`src/rtl/sc_ctrl_pkg.sv`:
```
// Shared control definitions for the stochastic division sequencer.
package sc_ctrl_pkg;

  localparam int WIDTH_DEFAULT = 8;

  typedef enum logic [1:0] {
    IDLE = 2'd0,
    LOAD = 2'd1,
    RUN  = 2'd2,
    DONE = 2'd3
  } state_t;

endpackage

```
`src/rtl/sc_div_sequencer_len_timer.sv`:
```
// Bitstream length down-counter: reloads on load, counts down on enable,
// and flags the final cycle of the stream when the count is 1.
module len_timer #(
  parameter int WIDTH = 8
) (
  input  logic             clk,
  input  logic             rst,
  input  logic             load,
  input  logic [WIDTH-1:0] load_val,
  input  logic             en,
  output logic             last
);

  logic [WIDTH-1:0] count;

  // Cycle counter: load has priority over the decrement.
  always_ff @(posedge clk) begin
    if (rst) begin
      count <= '0;
    end else if (load) begin
      count <= load_val;
    end else if (en) begin
      count <= count - 1'b1;
    end
  end

  assign last = (count == WIDTH'(1));

endmodule

```
`src/rtl/sc_div_sequencer.sv`:
```
// Sequencer for one stochastic-computing division run: reseeds the SNGs,
// runs them for N cycles while counting ones on the divider output stream,
// and publishes the count as the result.
module sc_div_sequencer
  import sc_ctrl_pkg::*;
#(
  parameter int WIDTH = WIDTH_DEFAULT
) (
  input  logic             clk,
  input  logic             rst,
  input  logic             start,
  input  logic             abort,
  input  logic [WIDTH-1:0] stream_len,
  input  logic             bit_in,
  output logic             ready,
  output logic             busy,
  output logic             sng_load,
  output logic             sng_en,
  output logic             done,
  output logic [WIDTH-1:0] result
);

  state_t           state;
  state_t           state_nx;
  logic             accept;
  logic             len_zero;
  logic             last;
  logic             run_finish;
  logic             zero_finish;
  logic [WIDTH-1:0] ones;

  assign accept      = (state == IDLE) && start && !abort;
  assign run_finish  = (state == RUN)  && !abort && last;
  assign zero_finish = (state == LOAD) && !abort && len_zero;

  len_timer #(.WIDTH(WIDTH)) u_len_timer (
    .clk      (clk),
    .rst      (rst),
    .load     (accept),
    .load_val (stream_len),
    .en       (state == RUN),
    .last     (last)
  );

  // State register.
  always_ff @(posedge clk) begin
    if (rst) begin
      state <= IDLE;
    end else begin
      state <= state_nx;
    end
  end

  // Next-state logic; abort cancels LOAD/RUN but not DONE.
  always_comb begin
    state_nx = state;
    case (state)
      IDLE: if (accept) state_nx = LOAD;
      LOAD: begin
        if (abort)         state_nx = IDLE;
        else if (len_zero) state_nx = DONE;
        else               state_nx = RUN;
      end
      RUN: begin
        if (abort)     state_nx = IDLE;
        else if (last) state_nx = DONE;
      end
      DONE:    state_nx = IDLE;
      default: state_nx = IDLE;
    endcase
  end

  // Remember whether the accepted length was zero so LOAD can skip RUN.
  always_ff @(posedge clk) begin
    if (rst) begin
      len_zero <= 1'b0;
    end else if (accept) begin
      len_zero <= (stream_len == '0);
    end
  end

  // Ones counter: cleared in LOAD, counts stream ones during RUN.
  always_ff @(posedge clk) begin
    if (rst) begin
      ones <= '0;
    end else if (state == LOAD) begin
      ones <= '0;
    end else if ((state == RUN) && bit_in) begin
      ones <= ones + 1'b1;
    end
  end

  // Result register, written only on entry to DONE; the last RUN bit is
  // folded in here because the ones counter has not absorbed it yet.
  always_ff @(posedge clk) begin
    if (rst) begin
      result <= '0;
    end else if (run_finish) begin
      result <= ones + WIDTH'(bit_in);
    end else if (zero_finish) begin
      result <= '0;
    end
  end

  assign ready    = (state == IDLE);
  assign busy     = (state == LOAD) || (state == RUN);
  assign sng_load = (state == LOAD);
  assign sng_en   = (state == RUN);
  assign done     = (state == DONE);

endmodule

```
`config.mk`:
```
export PLATFORM = sky130hd
export DESIGN_NAME = sc_div_sequencer
export DESIGN_NICKNAME = d
export VERILOG_FILES = /design/src/rtl/sc_ctrl_pkg.sv /design/src/rtl/sc_div_sequencer_len_timer.sv /design/src/rtl/sc_div_sequencer.sv
export SDC_FILE = /design/constraint.sdc
export NUM_CORES = 1
export LEC_CHECK = 0
export CORE_MARGIN = 2
export CORE_UTILIZATION = 58
export CTS_BUF_LIST = sky130_fd_sc_hd__clkbuf_2 sky130_fd_sc_hd__clkbuf_4 sky130_fd_sc_hd__clkbuf_8
export CTS_CLUSTER_SIZE = 14
export DETAILED_ROUTE_END_ITERATION = 6
export HOLD_SLACK_MARGIN = 0.05
export PLACE_DENSITY = 0.87
export SYNTH_ARGS = -nofsm -noshare
export SYNTH_HDL_FRONTEND = slang
export SYNTH_SLANG_ARGS = --single-unit
```
`constraint.sdc`:
```
create_clock -name clk -period 2.9 [get_ports clk]
set_input_delay 0.725 -clock clk [delete_from_list [all_inputs] [get_ports clk]]
set_output_delay 0.725 -clock clk [all_outputs]
set_load 0.1 [all_outputs]
```
; Word-level counts from Yosys, hierarchy flattened
; Cells that the tools add are included.
[op_classes]
addsub = 3
eq_ne = 6
muxes = 10
n_reduce_logical = 15
[ops]
columns = operator, n
row1 = 8-bit two-way mux, 4
row2 = 8-bit by 1-bit adder with 8-bit output, 1
row3 = 8-bit by 1-bit adder with 8-bit output (second input constant), 1
row4 = 8-bit by 1-bit == test with 1-bit output (second input constant), 1
row5 = 8-bit zero test, 1
row6 = 2-bit two-way mux, 4
row7 = 2-bit one-hot mux with 4 select lines, 1
row8 = 8-bit by 1-bit subtractor with 8-bit output (second input constant), 1
row9 = 1-bit logical AND, 7
row10 = 2-bit == test (second input constant), 2
row11 = 2-bit nonzero test, 2
row12 = 3-bit by 2-bit != test with 1-bit output (second input constant), 1
row13 = 2-bit by 1-bit == test with 1-bit output (second input constant), 1
row14 = 2-bit zero test, 1
row15 = 2-bit by 1-bit != test with 1-bit output (second input constant), 1
row16 = 2-bit AND reduction, 1
row17 = 2-bit OR reduction, 1
row18 = 1-bit zero test, 1
row19 = 1-bit logical OR, 1
row20 = 1-bit two-way mux, 1
[word_totals]
regBits = 27

; Logic depth before layout (Yosys ltp)
; Gate-level depths: netlist of run 1.
[logic_depth]
ltp_word = 5
ltp_mapped = 7
mapped_depth_nobuf = 6

; By module
; A second synthesis of run 1 with hierarchy kept.
[hier_totals]
hier_cells = 172
hier_area_um2 = 1516.5
[by_module_without_submodules]
columns = mod, n_inst, cells_per_inst, area_per_inst_um2, seq_area_each_um2
row1 = sc_div_sequencer, 1, 116, 1043.5, 380.4
row2 = len_timer, 1, 56, 473.0, 160.2

; Least setup slack after synthesis of run 1
; Ideal clock, no wire load.
[synth_timing]
path_type = register -> register
from = reg state[0]
to = reg u_len_timer.count[4]
setup_ns = 0.091
arrival_time_ns = 2.315
required_ns = 2.809
slack_ns = 0.494
path_stages_with_launch = 7
path_cell_list = dfxtp_1 > inv_1 > ha_1 > buf_2 > nand3b_1 > or3_2 > a311oi_1
[synth_rtl]
columns = element, line_no
row1 = from (decl), sc_div_sequencer.sv:23  ; state_t state;
row2 = from (signal assigned), sc_div_sequencer.sv:50  ; state <= state_nx;
row3 = 2-bit == test, --
row4 = via sng_en, sc_div_sequencer.sv:18  ; output logic sng_en,
row5 = 2-bit nonzero test (no line), --
row6 = to (signal assigned), sc_div_sequencer_len_timer.sv:21  ; count <= load_val;
row7 = to (signal assigned), sc_div_sequencer_len_timer.sv:23  ; count <= count - 1'b1;
row8 = to (decl), sc_div_sequencer_len_timer.sv:14  ; logic [WIDTH-1:0] count;
; The timed path passes the listed nets, and every way through them passes these cells.
; A chain may end at the register's enable or synchronous reset.

; Worst setup path after layout of run 1
[layout_timing]
from = reg state[0]
to = out sng_en
[layout_via]
elab_chain_cells = 1
[layout_lines]
columns = element, line_no
row1 = 2-bit == test, sc_div_sequencer.sv:108  ; assign sng_en = (state == RUN);
row2 = to (decl), sc_div_sequencer.sv:18
; No other way between the ends.

==> metrics.txt, run 1 <==
Worst slew margin 70.0%; CTS tree done; syn_nets 183; final setup skew 1.79 ps; die height 54.0 um; Row Count 18; Slew @ Worst Pin 450 ps; minimum clock period 2370 ps; global-route wire length before repair 4950 um; initial antenna violation count 0; vias in the first global route 1172; static leakage 0.667 nW; Hold WS 495 ps; CP max FO 12; Inserted Diodes 0; CTS max path bufs 2; status completed; PortBufs 25; Die Wd 54.0 um; Layout area overhead 17.6%; share of layout cells above drive strength 1 15.8%; Final nets 208; Synth Instances 160; Final Power 0.723 mW; Peak VDD IR 0.000279 V; Resize count post-CTS 0; Multi-input gate area 841 um^2; Final TNS setup 0 ps; GR Overflow Total 0; total CTS buffers 3; core box area 2430 um^2; Initial DRC Count 33; register area share after synthesis 37.3%; RSZ-0062 raised after global routing no; worst setup path category flop to primary output; Clk Latency, worst-skew pair 320 ps; setup bufs post-CTS 0; total wire length 3050 um; area of the mapped netlist 1450 um^2; final setup fails 0; detailed-router iteration count before antenna repair 4; HP Class flop to flop; worst endpoint required time 2170 ps; CTS Root Cell clkbuf_4; RePlAce Congestion 0.929; largest net degree at the start of global routing 15; Worst-path clk slew 140 ps; Power Density 424 nW/um^2; Final Cycle Share 81.7%; CP endpoint kind primary output; Vias per Instance 5.84; number of fill cells 208; Unique masters post-synth 36; highest clock rate 422 MHz; clock sinks 27; via count 1250; Die ar. 2910 um^2; wire per inst 14.3 um; Slew Viols, Final 0; Yosys reg bits 27; Starting Density 59.6%; Sequential Area 541 um^2; max-cap violation count 0; ANT nets after route 0; htree depth 1; Critical Path AT 1640 ps; DPL Wire Length 2280 um; cts hold-fix bufs 0; DRC violations left 0; Post-Syn Area per Cell 9.06 um^2; Top Ports 26; Synth Warn # 0; Fin. Hold Viols 0; All-Layer GR Usage 23.3%; Critical Path Start Type flop
==> routing by layer <==
metal  track usage, %  wire (um)
met4             11.3         84
met2             40.9       1470
met3             3.61        146
met5                0          0
met1             27.6       1350
==> path summary, 6_finish.rpt <==
kind | startpoint | end | slack [ps] | cells past startpoint
max | state[0] | sng_en | 530 | 3
min | len_zero | len_zero | 500 | 2
max reg2reg | state[0] | u_len_timer.count[7] | 890 | 6
min reg2reg | len_zero | len_zero | 500 | 2
==> layout make-up <==
| cell class | instances | share of cell area, % |
|---|---|---|
| clock buffer | 4 | 1.76 |
| multi-input combinational | 120 | 49.3 |
| inverter | 6 | 1.32 |
| tap | 30 | 2.20 |
| sequential | 27 | 31.7 |
| timing repair buffer | 27 | 13.7 |
==> worst max-delay path: stages (launching register included) <==
cell and delay (ps):
dfxtp_1 370, inv_1 120, ha_1 450, buf_4 380
==> cells in the mapped netlist, drive strengths merged <==
cell type  number  share of area (%)
nor3            2               0.69
inv             6                1.6
a211oi          5                2.6
nor4            2                1.9
mux2i           1               0.69
a21oi           8                2.8
buf             2                1.1
a22o            6                3.6
nor2           22                5.7
mux2            2                1.6
o21ai           7                2.4
and3b           1               0.60
clkbuf          5                2.0
ha             10                8.6
a211o           1               0.60
xnor2           5                3.0
nand2          11                2.8
or4             2                1.0
and2b           1               0.60
nor3b           1               0.86
or3             6                2.7
nand3           7                3.3
nand3b          2                1.0
a21boi          2                1.3
xor2           10                6.0
nor4b           1                1.0
dfxtp          27                 37
or2             1               0.43
nand4           2               0.86
a311oi          2                1.2
==> cell usage in the layout (no fill, tap or decap), types with 2 or more instances in the layout <==
| cell | instances |
|---|---|
| nand3_1 | 6 |
| ha_1 | 10 |
| a211oi_1 | 5 |
| buf_4 | 15 |
| clkdlybuf4s50_1 | 12 |
| o21ai_0 | 7 |
| a21oi_1 | 8 |
| nand4_1 | 2 |
| nand2_1 | 11 |
| mux2_2 | 2 |
| or4_1 | 2 |
| clkbuf_4 | 4 |
| a311oi_1 | 2 |
| inv_1 | 6 |
| xnor2_1 | 5 |
| nor2_1 | 22 |
| dfxtp_1 | 27 |
| or3_1 | 5 |
| xor2_1 | 10 |
| a22o_1 | 6 |
| nor3_1 | 2 |
| nand3b_1 | 2 |
==> through the flow <==
step | cell area (um^2) | instances | utilization (%) | setup slack [ps]
detailed placement | 1670 | 210 | 68.8 | 585
CTS | 1700 | 214 | 70.1 | 545
floorplan | 1450 | 160 | - | 494
global placement | 1670 | 210 | 68.8 | 629
global route | 1700 | 214 | 70.1 | 443
finish | 1700 | 214 | 70.1 | 531
==> cells by family after synthesis <==
logic type      synth area share, %
fa+ha+maj                      8.64
compound gates                 14.5
flops                          37.3
mux                            2.25
simple gates                   23.6
buf+inv                        4.66
xor+xnor                       9.07
==> power breakdown <==
part	internal, mW	switching (mW)	total [mW]	leakage, nW
Clock	0.0633	0.107	0.171	0.0184
Combinational	0.0549	0.0982	0.153	0.430
Sequential	0.383	0.0160	0.399	0.219
==> flip-flops by register name, summed over array words and instances (netlist names) <==
signal	cells
ones	8
result	8
u_len_timer.count	8
state	2
len_zero	1
(Power assumes the default switching activity.)
==> run 2: changes to the inputs <==
CORE_UTILIZATION = 54   (was 58)
PLACE_DENSITY = 0.82   (was 0.87)
clock period = 2.21 ns   (was 2.9 ns; I/O delays follow)
==> run 2 against run 1 <==
Compared with the run above:
- total power increased by 34%
- cell area grew 3.8%
- clock power rose by 29%
- register-to-register slack got worse by 540 ps
- sequential power rose by 31%
- worst setup slack lost 280 ps
- routed wire length barely moved
- worst hold slack gained 4.9 ps
- die area up 6.9%
- critical path depth unchanged
- critical endpoint unchanged
- largest cell class unchanged
- highest routed layer unchanged
==> metrics.txt, run 2 (synthesis gave the netlist of run 1 again) <==
Clk Latency, worst-skew pair 330 ps (was 320 ps); Peak VDD IR 0.000400 V (was 0.000279 V); number of fill cells 182 (was 208); Hold WS 500 ps (was 495 ps); CTS max path bufs 2 (unchanged); logic gate share of total power 23.4% (was 21.2%); Slew @ Worst Pin 415 ps (was 450 ps); initial antenna violation count 0 (unchanged); Row Count 18 (unchanged); Top Ports 26 (unchanged); sequential power share 53.8% (was 55.2%); Die ar. 3110 um^2 (was 2910 um^2); total wire length 3060 um (was 3050 um); Critical Path Start Type flop (unchanged); PortBufs 25 (unchanged); Internal 0.666 mW (was 0.501 mW); share of layout cells above drive strength 1 16.3% (was 15.8%); final setup skew 9.26 ps (was 1.79 ps); global-route wire length before repair 5510 um (was 4950 um); Worst slew margin 72.3% (was 70.0%); Regs by FF count ones x8, result x8, u_len_timer.count x8 (unchanged); max-cap violation count 0 (unchanged); Final nets 208 (unchanged); cts hold-fix bufs 0 (unchanged); RePlAce Congestion 0.828 (was 0.929); ANT nets after route 0 (unchanged); die height 55.8 um (was 54.0 um); static leakage 0.679 nW (was 0.667 nW); vias in the first global route 1252 (was 1172); clock sinks 27 (unchanged); final setup fails 0 (unchanged); DPL Wire Length 2430 um (was 2280 um); Starting Density 58.0% (was 59.6%); Slew Viols, Final 0 (unchanged); CP max FO 12 (unchanged); Fin. Hold Viols 0 (unchanged); Layout area overhead 22.1% (was 17.6%); Inserted Diodes 0 (unchanged); clock network power share 22.8% (was 23.6%); total CTS buffers 3 (unchanged); Critical Path AT 1410 ps (was 1640 ps); most frequent cells in the layout 27 x dfxtp_1, 22 x nor2_1, 12 x clkdlybuf4s50_1 (was 27 x dfxtp_1, 22 x nor2_1, 15 x buf_4); status completed (unchanged); switching share of power 31.4% (was 30.7%); Die Wd 55.8 um (was 54.0 um); setup bufs post-CTS 0 (unchanged); largest net degree at the start of global routing 17 (was 15); Final Cycle Share 88.8%; Final TNS setup 0 ps (unchanged); CP endpoint kind primary output (unchanged); GR Overflow Total 0 (unchanged); Post-DP Area 1740 um^2 (was 1670 um^2); HP Class flop to flop (unchanged); CTS Root Cell clkbuf_4 (unchanged); core box area 2500 um^2 (was 2430 um^2); worst endpoint required time 1660 ps (was 2170 ps); Power Density 549 nW/um^2 (was 424 nW/um^2); detailed-router iteration count before antenna repair 4 (unchanged); Initial DRC Count 40 (was 33); All-Layer GR Usage 21.8% (was 23.3%); Worst-path clk slew 150 ps (was 140 ps); final core utilization 70.8% (was 70.1%); RSZ-0062 raised after global routing no (unchanged); minimum clock period 1960 ps; htree depth 1 (unchanged); leading cell type in the layout, fill and taps excluded dfxtp_1 (unchanged); switching power 0.305 mW (was 0.222 mW); Final Power 0.971 mW (was 0.723 mW); wire per inst 14.3 um (about the same); Resize count post-CTS 0 (unchanged); DRC violations left 0 (unchanged); via count 1232 (was 1250); Vias per Instance 5.76 (was 5.84); post-route cell area 1770 um^2 (was 1700 um^2); worst setup path category flop to primary output (unchanged); highest clock rate 510 MHz; CTS tree done (unchanged)
==> run 2: changes by cell type in the layout (fill, tap and decap cells not counted), sizes merged <==
cell      before  now
clkbuf         4    3
clkinvlp       0    1
==> run 2: power groups by stage <==
stage | clock network, mW | logic, mW | registers, mW
after global placement | 0 | 0.223 | 0.531
final | 0.221 | 0.227 | 0.523
after CTS | 0.229 | 0.227 | 0.522
after global routing | 0.240 | 0.241 | 0.526
after detailed placement | 0 | 0.226 | 0.533
after floorplan | 0 | 0.149 | 0.529
==> run 2: final timing paths <==
kind | startpoint | endpoint | slack, ps | cells after the start
worst max-delay path | state[0] | sng_en | 250 | 3
worst min-delay path | len_zero | len_zero | 500 | 2
worst max register to register | state[0] | u_len_timer.count[5] | 350 | 6
worst min register to register | len_zero | len_zero | 500 | 2
==> run 2: through the flow <==
step,setup slack [ps],cells
finish,248,214
global route,197,214
CTS,252,214
detailed placement,26.3,210
global placement,126,210
floorplan,39.9,160
==> run 2: final cells by class <==
class                           count  area [um^2]  share of cell area [%]
Inverter                            6         22.5                    1.27
Multi-Input combinational cell    120          843                    47.7
Tap cell                           30         37.5                    2.12
Timing Repair Buffer               27          295                    16.7
Clock buffer                        3         22.5                    1.27
Sequential cell                    27          541                    30.6
Clock inverter                      1         7.51                   0.424
==> run 2: critical path, cell delays in order, from the launching register on <==
cell	delay, ps
dfxtp_1	370
inv_1	120
ha_2	360
buf_12	220
==> run 2: metal layers <==
layer	GRT usage, %	share of wire (%)	wire [um]	vias to the layer above
met1	27.2	45	1370	575
met3	3.26	3.8	116	8
li1	-	-	-	614
met5	0	0	0	-
met4	8.71	1.9	59	0
met2	37.6	49	1510	35
==> run 3: changes to the inputs <==
CORE_MARGIN = 4   (was 2)
RECOVER_POWER = 100   (was not set)
==> run 3 against run 2 <==
Compared with the run above:
- cell count up 0.47%
- combinational power fell by 15%
- non-clock buffer count up 1
- via count fell by 1.7%
- clock power grew 4%
- critical path depth unchanged
- first-iteration DRC count is 57% lower
- total power shrank 2.5%
- die area rose by 15%
- critical path type unchanged
==> metrics.txt, run 3 (synthesis gave the netlist of run 1 again) <==
status completed (unchanged); htree depth 1 (unchanged); sequential power share 55.3% (was 53.8%); Internal 0.642 mW (was 0.666 mW); Peak VDD IR 0.000489 V (was 0.000400 V); Final Power 0.947 mW (was 0.971 mW); clock network power share 24.2% (was 22.8%); Die ar. 3580 um^2 (was 3110 um^2); final setup fails 0 (unchanged); ANT nets after route 0 (unchanged); Clk Latency, worst-skew pair 340 ps (was 330 ps); wire per inst 14.3 um (about the same); Fin. Hold Viols 0 (unchanged); detailed-router iteration count before antenna repair 4 (unchanged); Layout area overhead 15.3% (was 22.1%); vias in the first global route 1243 (was 1252); Critical Path AT 1500 ps (was 1410 ps); CP max FO 12 (unchanged); Final nets 209 (was 208); clock sinks 27 (unchanged); Vias per Instance 5.63 (was 5.76); Worst-path clk slew 150 ps (about the same); max-cap violation count 0 (unchanged); Sequential Area 541 um^2 (unchanged); worst endpoint required time 1660 ps (about the same); Power Density 567 nW/um^2 (was 549 nW/um^2); switching power 0.305 mW (about the same); initial antenna violation count 0 (unchanged); CTS Root Cell clkbuf_4 (unchanged); RePlAce Congestion 0.899 (was 0.828); cts hold-fix bufs 0 (unchanged); Slew @ Worst Pin 548 ps (was 415 ps); flop-to-flop setup slack 360 ps (was 350 ps); Final Cycle Share 93.0% (was 88.8%); Starting Density 57.4% (was 58.0%); Slew Viols, Final 0 (unchanged); final setup skew 9.94 ps (was 9.26 ps); Die Wd 59.8 um (was 55.8 um); setup bufs post-CTS 0 (unchanged); minimum clock period 2050 ps (was 1960 ps); DPL Wire Length 2430 um (about the same); most frequent cells in the layout 27 x dfxtp_1, 22 x nor2_1, 11 x nand2_1 (was 27 x dfxtp_1, 22 x nor2_1, 12 x clkdlybuf4s50_1); global-route wire length before repair 5320 um (was 5510 um); leading cell type in the layout, fill and taps excluded dfxtp_1 (unchanged); core box area 2520 um^2 (was 2500 um^2); Initial DRC Count 17 (was 40); Inserted Diodes 0 (unchanged); worst setup path category flop to primary output (unchanged); Resize count post-CTS 0 (unchanged); Multi-input gate area 826 um^2 (was 843 um^2); static leakage 0.652 nW (was 0.679 nW); HP Class flop to flop (unchanged); post-route cell area 1670 um^2 (was 1770 um^2); total wire length 3080 um (was 3060 um); Regs by FF count ones x8, result x8, u_len_timer.count x8 (unchanged); Final Non-Filler Cells 215 (was 214); switching share of power 32.2% (was 31.4%); Top Ports 26 (unchanged); highest clock rate 487 MHz (was 510 MHz); largest net degree at the start of global routing 17 (unchanged); Worst slew margin 63.6% (was 72.3%); Final TNS setup 0 ps (unchanged); Post-DP Area 1750 um^2 (was 1740 um^2); number of fill cells 224 (was 182); die height 59.8 um (was 55.8 um); DRC violations left 0 (unchanged); CTS max path bufs 2 (unchanged); share of layout cells above drive strength 1 14.1% (was 16.3%); total CTS buffers 3 (unchanged); Row Count 18 (unchanged); CTS tree done (unchanged); PnR worst setup slack 155 ps (was 248 ps); PortBufs 25 (unchanged); via count 1211 (was 1232); All-Layer GR Usage 19.7% (was 21.8%); Setup WS pre-CTS -22.2 ps (was 26.3 ps); Critical Path Start Type flop (unchanged); RSZ-0062 raised after global routing no (unchanged); logic gate share of total power 20.5% (was 23.4%); GR Overflow Total 0 (unchanged); placed instance count 211 (was 210); CP endpoint kind primary output (unchanged)
## run 3: changes by cell type in the layout (fill, tap and decap cells not counted), sizes merged
cell           delta
buf              -12
clkbuf           +13
clkdlybuf4s50     -2
dlygate4sd3       +2
## run 3: final timing paths
kind         startpoint  cells after the start                    to
max            state[0]                      3                sng_en
min            len_zero                      2              len_zero
max reg2reg    state[0]                      6  u_len_timer.count[5]
min reg2reg    len_zero                      2              len_zero
## run 3: cell type report
cell class | count | area share [%]
clock buffer | 3 | 1.35
clock inverter | 1 | 0.449
inverter | 6 | 1.35
multi-input combinational | 120 | 49.4
sequential | 27 | 32.4
tap | 30 | 2.25
timing repair buffer | 28 | 12.8
## run 3: layer usage
metal	track usage, %	wire length [um]	vias up
met5	0	0	-
met4	8.86	61	0
met3	3.24	168	7
met2	36.1	1570	35
met1	21.7	1280	560
li1	-	-	609
## run 3: through the flow
step / hold WS (ps) / utilization (%)
2_1_floorplan: 436 / -
3_5_place_dp: 465 / 69.2
6_report: 480 / 66.2
3_3_place_gp: 449 / 69.2
4_1_cts: 484 / 70.4
5_1_grt: 518 / 66.2
## run 3: power by group through the flow
stage	Combinational, mW	Clock, mW	Sequential [mW]
floorplan	0.149	0	0.529
global placement	0.224	0	0.532
detailed placement	0.229	0	0.534
CTS	0.230	0.236	0.523
global route	0.209	0.255	0.526
finish	0.194	0.229	0.524
## run 3: critical path, cell delays in order, from the launching register on
cell and delay (ps):
dfxtp_1 380, inv_1 120, ha_2 330, buf_4 340
